## src/rtl/store_buffer.sv

```systemverilog
// store_buffer
//   Circular FIFO of DEPTH {addr, data} stores sitting between the register
//   file and a single-port data memory. Stores drain to memory in program
//   order through a two-state write FSM. Loads can pick up data that has not
//   reached memory yet: the buffer is searched and the newest matching store
//   is forwarded.
//
// Ports
//   Clk, Reset           clock and synchronous active-high reset
//   St_Valid/St_Ready    store handshake; St_Addr/St_Data are the store
//   Mem_Wr/Mem_Ack       memory write strobe and write acknowledge
//   Mem_Addr/Mem_Data    head entry being written (0 when empty)
//   Ld_Addr              load address for forwarding lookup
//   Ld_Hit/Ld_Data       forwarding result (combinational)
//   Count/Empty          occupancy
module store_buffer #(
    parameter int DEPTH = 4,
    parameter int AW    = 8,
    parameter int DW    = 16
) (
    input  logic          Clk,
    input  logic          Reset,
    input  logic          St_Valid,
    output logic          St_Ready,
    input  logic [AW-1:0] St_Addr,
    input  logic [DW-1:0] St_Data,
    output logic          Mem_Wr,
    output logic [AW-1:0] Mem_Addr,
    output logic [DW-1:0] Mem_Data,
    input  logic          Mem_Ack,
    input  logic [AW-1:0] Ld_Addr,
    output logic          Ld_Hit,
    output logic [DW-1:0] Ld_Data,
    output logic [3:0]    Count,
    output logic          Empty
);

    localparam int PW = (DEPTH > 1) ? $clog2(DEPTH) : 1;

    typedef enum logic {
        IDLE  = 1'b0,
        WRITE = 1'b1
    } state_t;

    state_t          state_q, state_d;
    logic [PW-1:0]   head_q, head_d;
    logic [PW-1:0]   tail_q, tail_d;
    logic [3:0]      count_q, count_d;
    logic            push, pop;

    // Payload storage carries no reset; occupancy alone decides validity.
    logic [AW-1:0]   ent_addr_q [DEPTH];
    logic [DW-1:0]   ent_data_q [DEPTH];

    assign St_Ready = (count_q < 4'(DEPTH));
    assign Mem_Wr   = (state_q == WRITE);
    assign Count    = count_q;
    assign Empty    = (count_q == 4'd0);

    always_comb begin
        push    = St_Valid && St_Ready;
        // WRITE is only ever held while the buffer is non-empty, so an ack
        // in WRITE always has a head entry to retire.
        pop     = (state_q == WRITE) && Mem_Ack;
        head_d  = head_q;
        tail_d  = tail_q;
        count_d = count_q;
        state_d = state_q;

        if (push) tail_d = tail_q + PW'(1);
        if (pop)  head_d = head_q + PW'(1);

        case ({push, pop})
            2'b10:   count_d = count_q + 4'd1;
            2'b01:   count_d = count_q - 4'd1;
            default: count_d = count_q;
        endcase

        case (state_q)
            IDLE:    if (count_q != 4'd0) state_d = WRITE;
            // Stay in WRITE after a pop while anything remains (including a
            // store pushed on the same edge) so writes run back to back.
            WRITE:   if (pop && (count_d == 4'd0)) state_d = IDLE;
            default: state_d = IDLE;
        endcase
    end

    always_comb begin
        Mem_Addr = '0;
        Mem_Data = '0;
        if (!Empty) begin
            Mem_Addr = ent_addr_q[head_q];
            Mem_Data = ent_data_q[head_q];
        end
    end

    // Walk from oldest to newest so the last match wins, giving the store
    // closest to the tail. Slots beyond the occupancy are never considered.
    always_comb begin
        Ld_Hit  = 1'b0;
        Ld_Data = '0;
        for (int i = 0; i < DEPTH; i++) begin
            if ((4'(i) < count_q) && (ent_addr_q[head_q + PW'(i)] == Ld_Addr)) begin
                Ld_Hit  = 1'b1;
                Ld_Data = ent_data_q[head_q + PW'(i)];
            end
        end
    end

    always_ff @(posedge Clk) begin
        if (Reset) begin
            state_q <= IDLE;
            head_q  <= '0;
            tail_q  <= '0;
            count_q <= '0;
        end else begin
            state_q <= state_d;
            head_q  <= head_d;
            tail_q  <= tail_d;
            count_q <= count_d;
        end
    end

    always_ff @(posedge Clk) begin
        if (push && !Reset) begin
            ent_addr_q[tail_q] <= St_Addr;
            ent_data_q[tail_q] <= St_Data;
        end
    end

endmodule

```

## config.mk

```make
export PLATFORM = sky130hd
export DESIGN_NAME = store_buffer
export DESIGN_NICKNAME = d
export VERILOG_FILES = /design/src/rtl/store_buffer.sv
export SDC_FILE = /design/constraint.sdc
export NUM_CORES = 1
export LEC_CHECK = 0
export CORE_UTILIZATION = 61
export DETAILED_ROUTE_END_ITERATION = 10
export HOLD_SLACK_MARGIN = 0.05
export PLACE_DENSITY = 0.92
export SLEW_MARGIN = 10
export SYNTH_ARGS = -nofsm -noshare
export SYNTH_HDL_FRONTEND = slang
export SYNTH_SLANG_ARGS = --single-unit
export TNS_END_PERCENT = 1
```

## constraint.sdc

```tcl
create_clock -name Clk -period 6.4 [get_ports Clk]
set_input_delay 0.64 -clock Clk [delete_from_list [all_inputs] [get_ports Clk]]
set_output_delay 0.64 -clock Clk [all_outputs]
set_load 0.01 [all_outputs]
```

==> summary.md <==
| Metric | Value |
|---|---|
| Setup Viol. Count Final | `0` |
| R2R Setup Slk | `3.92 ns` |
| Die height | `109 um` |
| Final period utilization | `0.845` |
| Least-Margin Pin Slew | `1.20 ns` |
| H-tree depth | `3` |
| Worst hold stages | `2` |
| Post-synth EDFFs | `96` |
| Clock transition at path regs | `0.07 ns` |
| Mapped Nets | `540` |
| Async set-reset flop share out of synthesis | `0` |
| Hold path startpoint | `Mem_Wr$_SDFF_PP0_` |
| Status | `completed` |
| Crit end category | `primary output` |
| PostCTS Resize Cnt | `0` |
| Met1 global-route usage | `0.388` |
| Clk sinks | `107` |
| Wire length per cell | `23.6 um` |
| Yosys reg bits | `107` |
| Crit Path Category | `register to primary output` |
| Diode count | `0` |
| Routed vias | `4925` |
| Grt peak-use layer | `met2` |
| Clk_skew | `0.00590 ns` |
| Hold Path End | `Mem_Wr$_SDFF_PP0_` |
| Critical Path Start Type | `register` |
| Top FF cell, synth | `edfxtp_1` |
| Mapped Area | `0.00699 mm2` |
| Largest net degree at the start of global routing | `51` |
| Leakage | `2.61 nW` |
| Setup Fix Bufs, Post-CTS | `0` |
| Arr. time, crit path | `4.76 ns` |
| Setup TNS | `0 ns` |
| Met2 usage | `0.525` |
| Rel. slew slack | `0.197` |
| Vias in the first global route | `5042` |
| Most common cell after layout, fill and taps aside | `edfxtp_1` |
| Core Util, Final | `0.748` |
| Total Routed Length | `16700 um` |
| Root buf cell | `clkbuf_16` |
| Post-synthesis cell count | `495` |
| GR Util met3 | `0.0502` |
| DP HPWL | `10600 um` |
| FF-to-FF Start | `Count[2]$_SDFF_PP0_` |
| Pins over their slew limit | `0` |
| Initial antenna violation count | `0` |
| Max Fanout on Critical Path | `50` |
| RSZ-0062 raised after global routing | `false` |
| All-Layer GR Usage | `0.306` |
| Clock buffer depth | `2` |
| I/O Pins | `84` |
| Hold WC Path Type | `register to register` |
| # port buffers | `83` |
| Initial drt markers | `648` |
| # rows | `38` |
| Max-cap viol count | `0` |
| Post-DP Area | `0.00791 mm2` |
| Worst reg2reg path endpoint | `Mem_Wr$_SDFF_PP0_` |
| Layout cell share with drive strength beyond 1 | `0.233` |
| Antenna viol nets, final | `0` |
| Number of hold buffers added after cts | `0` |
| Remaining Overflow, GRT | `0` |
| Achievable frequency | `185 MHz` |
| Warnings, synthesis | `0` |
| Die width | `109 um` |
| Layout area overhead | `17.6%` |
| CP Data Required Time | `5.76 ns` |
| Final Hold Viols | `0` |
| Nets | `610` |
| Clk Latency, worst-skew pair | `0.35 ns` |
| Max IR drop VDD | `0.000198 V` |
| CTS Buf Count | `9` |
| GPL Wtd Cong | `0.800` |
| First-pass GRT wire length | `26500 um` |
| Starting Density | `0.636` |
| Filler cells | `630` |
| FF-to-FF path depth | `8` |
| Final min period | `5.40 ns` |
| Mean Syn Cell Area | `14.1 um2` |
| Final Cell Area | `0.00822 mm2` |
| DRC | `0` |
| Power density cells | `215 mW/mm2` |
| CTS tree | `built` |
| Hold Slack | `0.552 ns` |
| Core Footprint | `0.0110 mm2` |
| Library cells used by synthesis | `39` |
| Commonest cells after routing, fill and taps aside | `edfxtp_1 (96), clkdlybuf4s50_1 (83), mux4_2 (74), nor2_1 (31), a21oi_1 (29)` |
| 1st-pass router iterations | `5` |
| Via density | `6.94` |
| Sequential fraction of the synthesis area | `0.444` |
| Die footprint | `0.0119 mm2` |
-- per-stage QoR --
| stage | cells | power [mW] | setup slack [ns] |
|---|---|---|---|
| 4_1_cts | 710 | 1.77 | 1.04 |
| 3_5_place_dp | 694 | 1.21 | 1.50 |
| 5_1_grt | 710 | 1.83 | 0.725 |
| 2_1_floorplan | 495 | 1.07 | 3.27 |
| 6_report | 710 | 1.76 | 0.995 |
| 3_3_place_gp | 694 | 1.19 | 1.74 |
-- sequential cells by signal (all words and copies together), names as in the netlist, named ones only --
signal,cells
Mem_Wr,1
head_q,2
Count,4
ent_addr_q,32
tail_q,2
ent_data_q,64
-- worst max path at each step --
stage,start,end,depth (start not counted),slack [ns]
6_report,head_q[1]$_SDFFE_PP0P_,Ld_Data[12],9,1.0
5_1_grt,head_q[1]$_SDFFE_PP0P_,Ld_Data[12],9,0.72
4_1_cts,head_q[1]$_SDFFE_PP0P_,Ld_Data[12],9,1.04
3_5_place_dp,head_q[1]$_SDFFE_PP0P_,Ld_Data[15],9,1.50
3_3_place_gp,head_q[1]$_SDFFE_PP0P_,Ld_Data[3],9,1.74
2_1_floorplan,head_q[0]$_SDFFE_PP0P_,Ld_Data[13],10,3.27
-- kinds of logic (layout without fill, tap and decap cells) --
logic type | Yosys count | after routing | share of synthesized area
AOI/OAI and AO/OA | 75 | 75 | 0.0738
xor gates and xnor gates | 35 | 35 | 0.0439
adders and majority gates | 9 | 9 | 0.0161
buffers and inverters | 47 | 122 | 0.0338
DFF | 107 | 107 | 0.444
muxes | 97 | 97 | 0.291
and+or+nand+nor | 125 | 125 | 0.0969
-- critical path, stage by stage, from the launching register on --
cell and delay, ns:
dfxtp_4 0.70, buf_4 0.60, mux4_2 0.41, xnor2_1 0.22, o311ai_1 0.21, nor4_4 1.07
buf_4 0.34, a21oi_1 0.10, a22oi_2 0.16, clkdlybuf4s50_1 0.56
-- Yosys cell counts (2+ instances only) --
library cell,n,area (um2)
nand3_1,12,60.1
nor2_1,31,116
a21o_1,9,67.6
ha_1,9,113
buf_6,4,45.0
mux4_2,74,1670
and2_1,28,175
xnor2_1,18,158
nand4_1,5,31.3
and3_1,8,50.1
mux2_2,7,78.8
buf_2,15,75.1
edfxtp_1,96,2880
a22oi_2,7,87.6
nand2_1,14,52.6
xor2_1,17,149
nand2b_1,9,56.3
buf_4,2,15.0
a21oi_1,29,145
dfxtp_1,11,220
mux2i_1,8,80.1
nor3_1,4,20.0
nor2b_1,9,56.3
o21ai_0,10,50.1
mux4_1,8,210
a21oi_2,9,78.8
inv_1,9,33.8
o21bai_1,7,52.6
nor4_2,2,25.0
clkbuf_1,15,56.3
-- layout make-up --
| cell class | count | area (um2) | share of cell area |
|---|---|---|---|
| Tap cell | 140 | 175 | 0.0213 |
| Sequential cell | 107 | 3110 | 0.379 |
| Timing Repair Buffer | 97 | 936 | 0.114 |
| Multi-Input combinational cell | 341 | 3660 | 0.445 |
| Clock inverter | 7 | 81.3 | 0.00989 |
| Clock buffer | 9 | 225 | 0.0274 |
| Inverter | 9 | 33.8 | 0.00411 |
-- metal layers --
metal	wire length, um	vias to the layer above	share of wire
met4	486	0	0.029
li1	-	2102	-
met5	0	-	0
met2	8780	295	0.52
met1	5960	2472	0.36
met3	1500	56	0.090
-- power breakdown --
part	internal (mW)	leakage, nW	total, mW	switching (mW)
Clock	0.309	0.147	0.563	0.254
Sequential	0.789	0.963	0.832	0.0438
Combinational	0.202	1.50	0.369	0.168
Total	1.30	2.61	1.76	0.466
Note: power is estimated with default switching activity, not from simulation.
